**config.mk**
```make
export PLATFORM = sky130hd
export DESIGN_NAME = maverik_mem_arbiter
export DESIGN_NICKNAME = d
export VERILOG_FILES = /design/src/rtl/maverik_mem_arbiter.sv
export SDC_FILE = /design/constraint.sdc
export NUM_CORES = 1
export LEC_CHECK = 0
export CAP_MARGIN = 20
export CORE_ASPECT_RATIO = 1.1
export CORE_MARGIN = 5
export CORE_UTILIZATION = 46
export DETAILED_ROUTE_END_ITERATION = 12
export PLACE_DENSITY_LB_ADDON = 0.08
export RECOVER_POWER = 25
export REMOVE_ABC_BUFFERS = 1
export SLEW_MARGIN = 10
export SYNTH_ARGS = -nofsm -noshare
export SYNTH_HDL_FRONTEND = slang
export SYNTH_SLANG_ARGS = --single-unit
```
**constraint.sdc**
```tcl
create_clock -name clk -period 2.5 [get_ports clk]
set_clock_uncertainty 0.2 [all_clocks]
set_input_delay 0.375 -clock clk [delete_from_list [all_inputs] [get_ports clk]]
set_output_delay 0.375 -clock clk [all_outputs]
set_load 0.02 [all_outputs]
```
**src/rtl/maverik_mem_arbiter.sv**
```systemverilog
// maverik_mem_arbiter: shares the single-port program/data RAM between the
// instruction-fetch port and the load/store port. Round-robin on ties,
// one access in flight, all outputs registered.
module maverik_mem_arbiter #(
  parameter int unsigned ADDR_W  = 8,
  parameter int unsigned DATA_W  = 8,
  parameter int unsigned MEM_LAT = 1
) (
  input  logic              clk,
  input  logic              rst,
  input  logic              if_req,
  input  logic [ADDR_W-1:0] if_addr,
  output logic              if_ack,
  output logic [DATA_W-1:0] if_rdata,
  input  logic              d_req,
  input  logic              d_we,
  input  logic [ADDR_W-1:0] d_addr,
  input  logic [DATA_W-1:0] d_wdata,
  output logic              d_ack,
  output logic [DATA_W-1:0] d_rdata,
  output logic              mem_en,
  output logic              mem_we,
  output logic [ADDR_W-1:0] mem_addr,
  output logic [DATA_W-1:0] mem_wdata,
  input  logic [DATA_W-1:0] mem_rdata,
  output logic              busy
);

  typedef enum logic [1:0] {StIdle, StIssue, StWait, StAck} state_e;

  state_e            state_q, state_d;
  logic              grant_q, grant_d;        // 1 = data port, 0 = fetch port
  logic              last_grant_q, last_grant_d;
  logic              is_write_q, is_write_d;
  logic [2:0]        cnt_q, cnt_d;
  logic              if_ack_q, if_ack_d;
  logic              d_ack_q, d_ack_d;
  logic [DATA_W-1:0] if_rdata_q, if_rdata_d;
  logic [DATA_W-1:0] d_rdata_q, d_rdata_d;
  logic              mem_en_q, mem_en_d;
  logic              mem_we_q, mem_we_d;
  logic [ADDR_W-1:0] mem_addr_q, mem_addr_d;
  logic [DATA_W-1:0] mem_wdata_q, mem_wdata_d;
  logic              busy_q, busy_d;
  logic              gnt;

  // Next-state and registered-output computation
  always_comb begin
    state_d      = state_q;
    grant_d      = grant_q;
    last_grant_d = last_grant_q;
    is_write_d   = is_write_q;
    cnt_d        = cnt_q;
    if_ack_d     = 1'b0;
    d_ack_d      = 1'b0;
    if_rdata_d   = if_rdata_q;
    d_rdata_d    = d_rdata_q;
    mem_en_d     = 1'b0;
    mem_we_d     = 1'b0;
    mem_addr_d   = mem_addr_q;
    mem_wdata_d  = mem_wdata_q;
    gnt          = 1'b0;

    unique case (state_q)
      StIdle: begin
        if (if_req || d_req) begin
          // On a tie the port that did not win last time goes next
          gnt          = (if_req && d_req) ? ~last_grant_q : d_req;
          grant_d      = gnt;
          last_grant_d = gnt;
          is_write_d   = gnt & d_we;
          state_d      = StIssue;
          // Strobe is registered here so it is high during the ISSUE cycle
          mem_en_d     = 1'b1;
          mem_we_d     = gnt & d_we;
          mem_addr_d   = gnt ? d_addr : if_addr;
          mem_wdata_d  = gnt ? d_wdata : mem_wdata_q;
        end
      end
      StIssue: begin
        if (is_write_q) begin
          state_d  = StAck;
          if_ack_d = ~grant_q;
          d_ack_d  = grant_q;
        end else begin
          state_d = StWait;
          cnt_d   = 3'(MEM_LAT);
        end
      end
      StWait: begin
        if (cnt_q == 3'd1) begin
          state_d  = StAck;
          if_ack_d = ~grant_q;
          d_ack_d  = grant_q;
          if (grant_q) d_rdata_d  = mem_rdata;
          else         if_rdata_d = mem_rdata;
        end else begin
          cnt_d = cnt_q - 3'd1;
        end
      end
      StAck: begin
        state_d = StIdle;
      end
      default: state_d = StIdle;
    endcase

    busy_d = (state_d != StIdle);
  end

  // State and output registers with synchronous reset
  always_ff @(posedge clk) begin
    if (rst) begin
      state_q      <= StIdle;
      grant_q      <= 1'b0;
      last_grant_q <= 1'b1;
      is_write_q   <= 1'b0;
      cnt_q        <= '0;
      if_ack_q     <= 1'b0;
      d_ack_q      <= 1'b0;
      if_rdata_q   <= '0;
      d_rdata_q    <= '0;
      mem_en_q     <= 1'b0;
      mem_we_q     <= 1'b0;
      mem_addr_q   <= '0;
      mem_wdata_q  <= '0;
      busy_q       <= 1'b0;
    end else begin
      state_q      <= state_d;
      grant_q      <= grant_d;
      last_grant_q <= last_grant_d;
      is_write_q   <= is_write_d;
      cnt_q        <= cnt_d;
      if_ack_q     <= if_ack_d;
      d_ack_q      <= d_ack_d;
      if_rdata_q   <= if_rdata_d;
      d_rdata_q    <= d_rdata_d;
      mem_en_q     <= mem_en_d;
      mem_we_q     <= mem_we_d;
      mem_addr_q   <= mem_addr_d;
      mem_wdata_q  <= mem_wdata_d;
      busy_q       <= busy_d;
    end
  end

  assign if_ack    = if_ack_q;
  assign d_ack     = d_ack_q;
  assign if_rdata  = if_rdata_q;
  assign d_rdata   = d_rdata_q;
  assign mem_en    = mem_en_q;
  assign mem_we    = mem_we_q;
  assign mem_addr  = mem_addr_q;
  assign mem_wdata = mem_wdata_q;
  assign busy      = busy_q;

endmodule

```
==> results.sh <==
export IMPL_seq_area_frac_synth_pct=47.2
export IMPL_yosys_area_top_type="dfxtp_1"
export IMPL_fin_nets=323
export IMPL_ys_ff_latch=45
export IMPL_synth_top_flop_cell="dfxtp_1"
export IMPL_core_area_um2=3990
export IMPL_postSynthCellCount=210
export IMPL_ir_drop_uv=477
export IMPL_synth_edf_count=0
export IMPL_netlist_area_um2=1910
export IMPL_yosys_cell_types_count=39
export IMPL_maxSlewViolCount=0
export IMPL_period_minus_slack_ps=2000
export IMPL_power_density_nw_per_um2=902
export IMPL_maxSlewHeadroom_pct=64.4
export IMPL_r2r_start="state_q[0]"
export IMPL_r2r_worst_path_cells=5
export IMPL_crit_path_start_kind="flip-flop"
export IMPL_synth_async_reset_ratio_pct=0
export IMPL_overflow=0
export IMPL_cp_endpoint="if_rdata[0]"
export IMPL_cts_root_buf="clkbuf_8"
export IMPL_num_antenna_cells=0
export IMPL_switching_power_w=0.000886
export IMPL_cp_slowest_stage_delay_ps=590
export IMPL_drive_gt1_share_pct=8.90
export IMPL_area_growth_pct=44.8
export IMPL_post_drt_wl_per_cell_um=13.7
export IMPL_combPwrFrac_pct=40.9
export IMPL_maxCapViolCount=0
export IMPL_end_kind="flip-flop"
export IMPL_row_count=24
export IMPL_placed_cell_area_um2=2650
export IMPL_post_cts_buffers=0
export IMPL_ios=74
export IMPL_die_width_um=71.4
export IMPL_period_share_pct=80.2
export IMPL_clk_latency_ps=300
export IMPL_stdcell_area_um2=2760
export IMPL_synth_common_cells="dfxtp_1 (45), a21oi_1 (29), nand2_1 (25)"
export IMPL_status="finished clean"
export IMPL_dr_pass1_iters=4
export IMPL_cp_slowest_cell="and4bb_1"
export IMPL_gp_congestion=0.729
export IMPL_power_frac_clock_pct=21.8
export IMPL_die_area_um2=5540
export IMPL_port_buffers=73
export IMPL_synth_most_common_cell="dfxtp_1"
export IMPL_dp_hpwl_um=3340
export IMPL_r2r_slack_ps=500
export IMPL_power_leakage_nw=1.04
export IMPL_cp_arrival_ps=1980
export IMPL_hold_class="flip-flop to flip-flop"
export IMPL_nFillCells=341
export IMPL_synth_avg_cell_area_um2=9.09
export IMPL_antenna_found_initial=0
export IMPL_tightest_slew_ps=527
export IMPL_synth_top_area_share_pct=47.2
export IMPL_cts_sinks=45
export IMPL_cts_tree="done"
export IMPL_met2_usage_pct=28.1
export IMPL_initialDrtViolationCount=76
export IMPL_grt_max_degree=24
export IMPL_rsz0062_at_grt="false"
export IMPL_clk_pin_slew_worst_paths_ps=90
export IMPL_path_cells="inv_1, ha_1, and4bb_1, mux2i_1, nor2_1"
export IMPL_fin_util_pct=69.2
export IMPL_via_per_inst=5.18
export IMPL_netSwitchingFraction_pct=35.5
export IMPL_grtUsageMet3_pct=5.04
export IMPL_cp_max_fo=8
export IMPL_grt_pass1_vias=1659
export IMPL_cts_repair_resized=0
export IMPL_drc=0
export IMPL_cts_hold_buf=0
export IMPL_gr_usage_met1_pct=19.8
export IMPL_wl_um=4570
export IMPL_cts_buffers=5
export IMPL_path_class="flip-flop to flip-flop"
export IMPL_die_h_um=77.6
export IMPL_start_util_pct=47.8
export IMPL_grt_use_total_pct=16.9
export IMPL_fin_tns_setup_ps=0
export IMPL_ys_top_cells_by_area="dfxtp_1 (47%), a21oi_1 (7.6%), a211oi_2 (5.2%)"
export IMPL_p_int_w=0.00161
export IMPL_crit_path_start="state_q[0]"
export IMPL_ctsHtreeMaxLevel=2
export IMPL_final_hold_viol_count=0
export IMPL_cp_required_ps=2480
export IMPL_cts_path_max_buffers=2
export IMPL_via_count=1725
export IMPL_grt_pass1_wl_um=7600
export IMPL_regToRegEndpoint="if_rdata[0]"
export IMPL_sequentialPowerShare_pct=37.4
export IMPL_setup_viol=0
export IMPL_ant_nets=0
export IMPL_grt_most_used_layer="met2"
export IMPL_totalPowerFinal_w=0.00249
export IMPL_fmax_ghz=0.499
export IMPL_yosysWarnings=0
-- worst min-delay path by stage --
stage	startpoint	end	slack, ps	depth (start not counted)
global placement	d_rdata[6]	d_rdata[6]	240	2
detailed placement	d_rdata[2]	d_rdata[2]	250	2
CTS	d_rdata[5]	d_rdata[5]	260	2
global route	d_rdata[6]	d_rdata[6]	300	2
floorplan	rst	mem_addr[0]	240	1
finish	d_rdata[6]	d_rdata[6]	260	2
-- power by group through the flow --
stage	Combinational [W]	Sequential [W]	Clock [W]
6_report	0.00102	0.000931	0.000542
5_1_grt	0.00113	0.000947	0.000589
4_1_cts	0.00105	0.000933	0.000558
3_5_place_dp	0.00104	0.000948	0
3_3_place_gp	0.00103	0.000944	0
2_1_floorplan	0.000533	0.00104	0
-- cell usage in the layout, fill, tap and decap left out, drive strengths merged, types with 2 or more instances in the layout --
master and count:
buf 4, clkdlybuf4s50 66, and3b 2, dlygate4sd3 6
inv 7, a211oi 8, nand3 9, o21ai 11
dfxtp 45, mux2i 8, ha 6, or4 2
nand2 25, nand2b 2, a21oi 29, nor2b 2
nor2 22, o31ai 2, clkbuf 5
-- metrics by stage --
stage / hold slack (ps) / worst slack (ps) / instances
finish: 260 / 495 / 333
global route: 297 / 379 / 333
CTS: 262 / 463 / 333
detailed placement: 250 / 371 / 325
global placement: 243 / 464 / 325
floorplan: 240 / 765 / 197
-- cell type report --
cell class                      count  area (um^2)  share of cell area (%)
Clock buffer                        5         68.8                    2.49
Clock inverter                      3         46.3                    1.68
Inverter                            7         28.8                    1.04
Multi-Input combinational cell    145          905                    32.7
Sequential cell                    45          901                    32.6
Tap cell                           52         65.1                    2.36
Timing Repair Buffer               76          748                    27.1
-- cells by family after synthesis --
group,synth area share (%)
AO/OA/AOI/OAI,21.5
adder cells (fa/ha/maj),3.93
buffers and inverters,5.25
flip-flops,47.2
multiplexers,4.20
AND/OR/NAND/NOR,17.9
-- sequential cells by signal, summed over array words and instances, names as in the netlist --
name and cells:
mem_en 1, grant_q 1, is_write_q 1, cnt_q 3, busy 1, if_rdata 8, mem_we 1, mem_wdata 8
mem_addr 8, d_rdata 8, d_ack 1, last_grant_q 1, state_q 2, if_ack 1
-- routing by layer --
layer | up-vias | wire (um)
met5 | - | 0
met4 | 0 | 97
met3 | 9 | 388
met2 | 56 | 2210
met1 | 790 | 1880
li1 | 870 | -
-- worst max-delay path, delay by kind of cell (launching register included) --
kind	cells	cell delay, ps
AND/OR/NAND/NOR	2	640
flip-flops	1	350
adder cells (fa/ha/maj)	1	340
multiplexers	1	240
buffers and inverters	1	110
No activity file was read; power rests on OpenSTA's default activity.
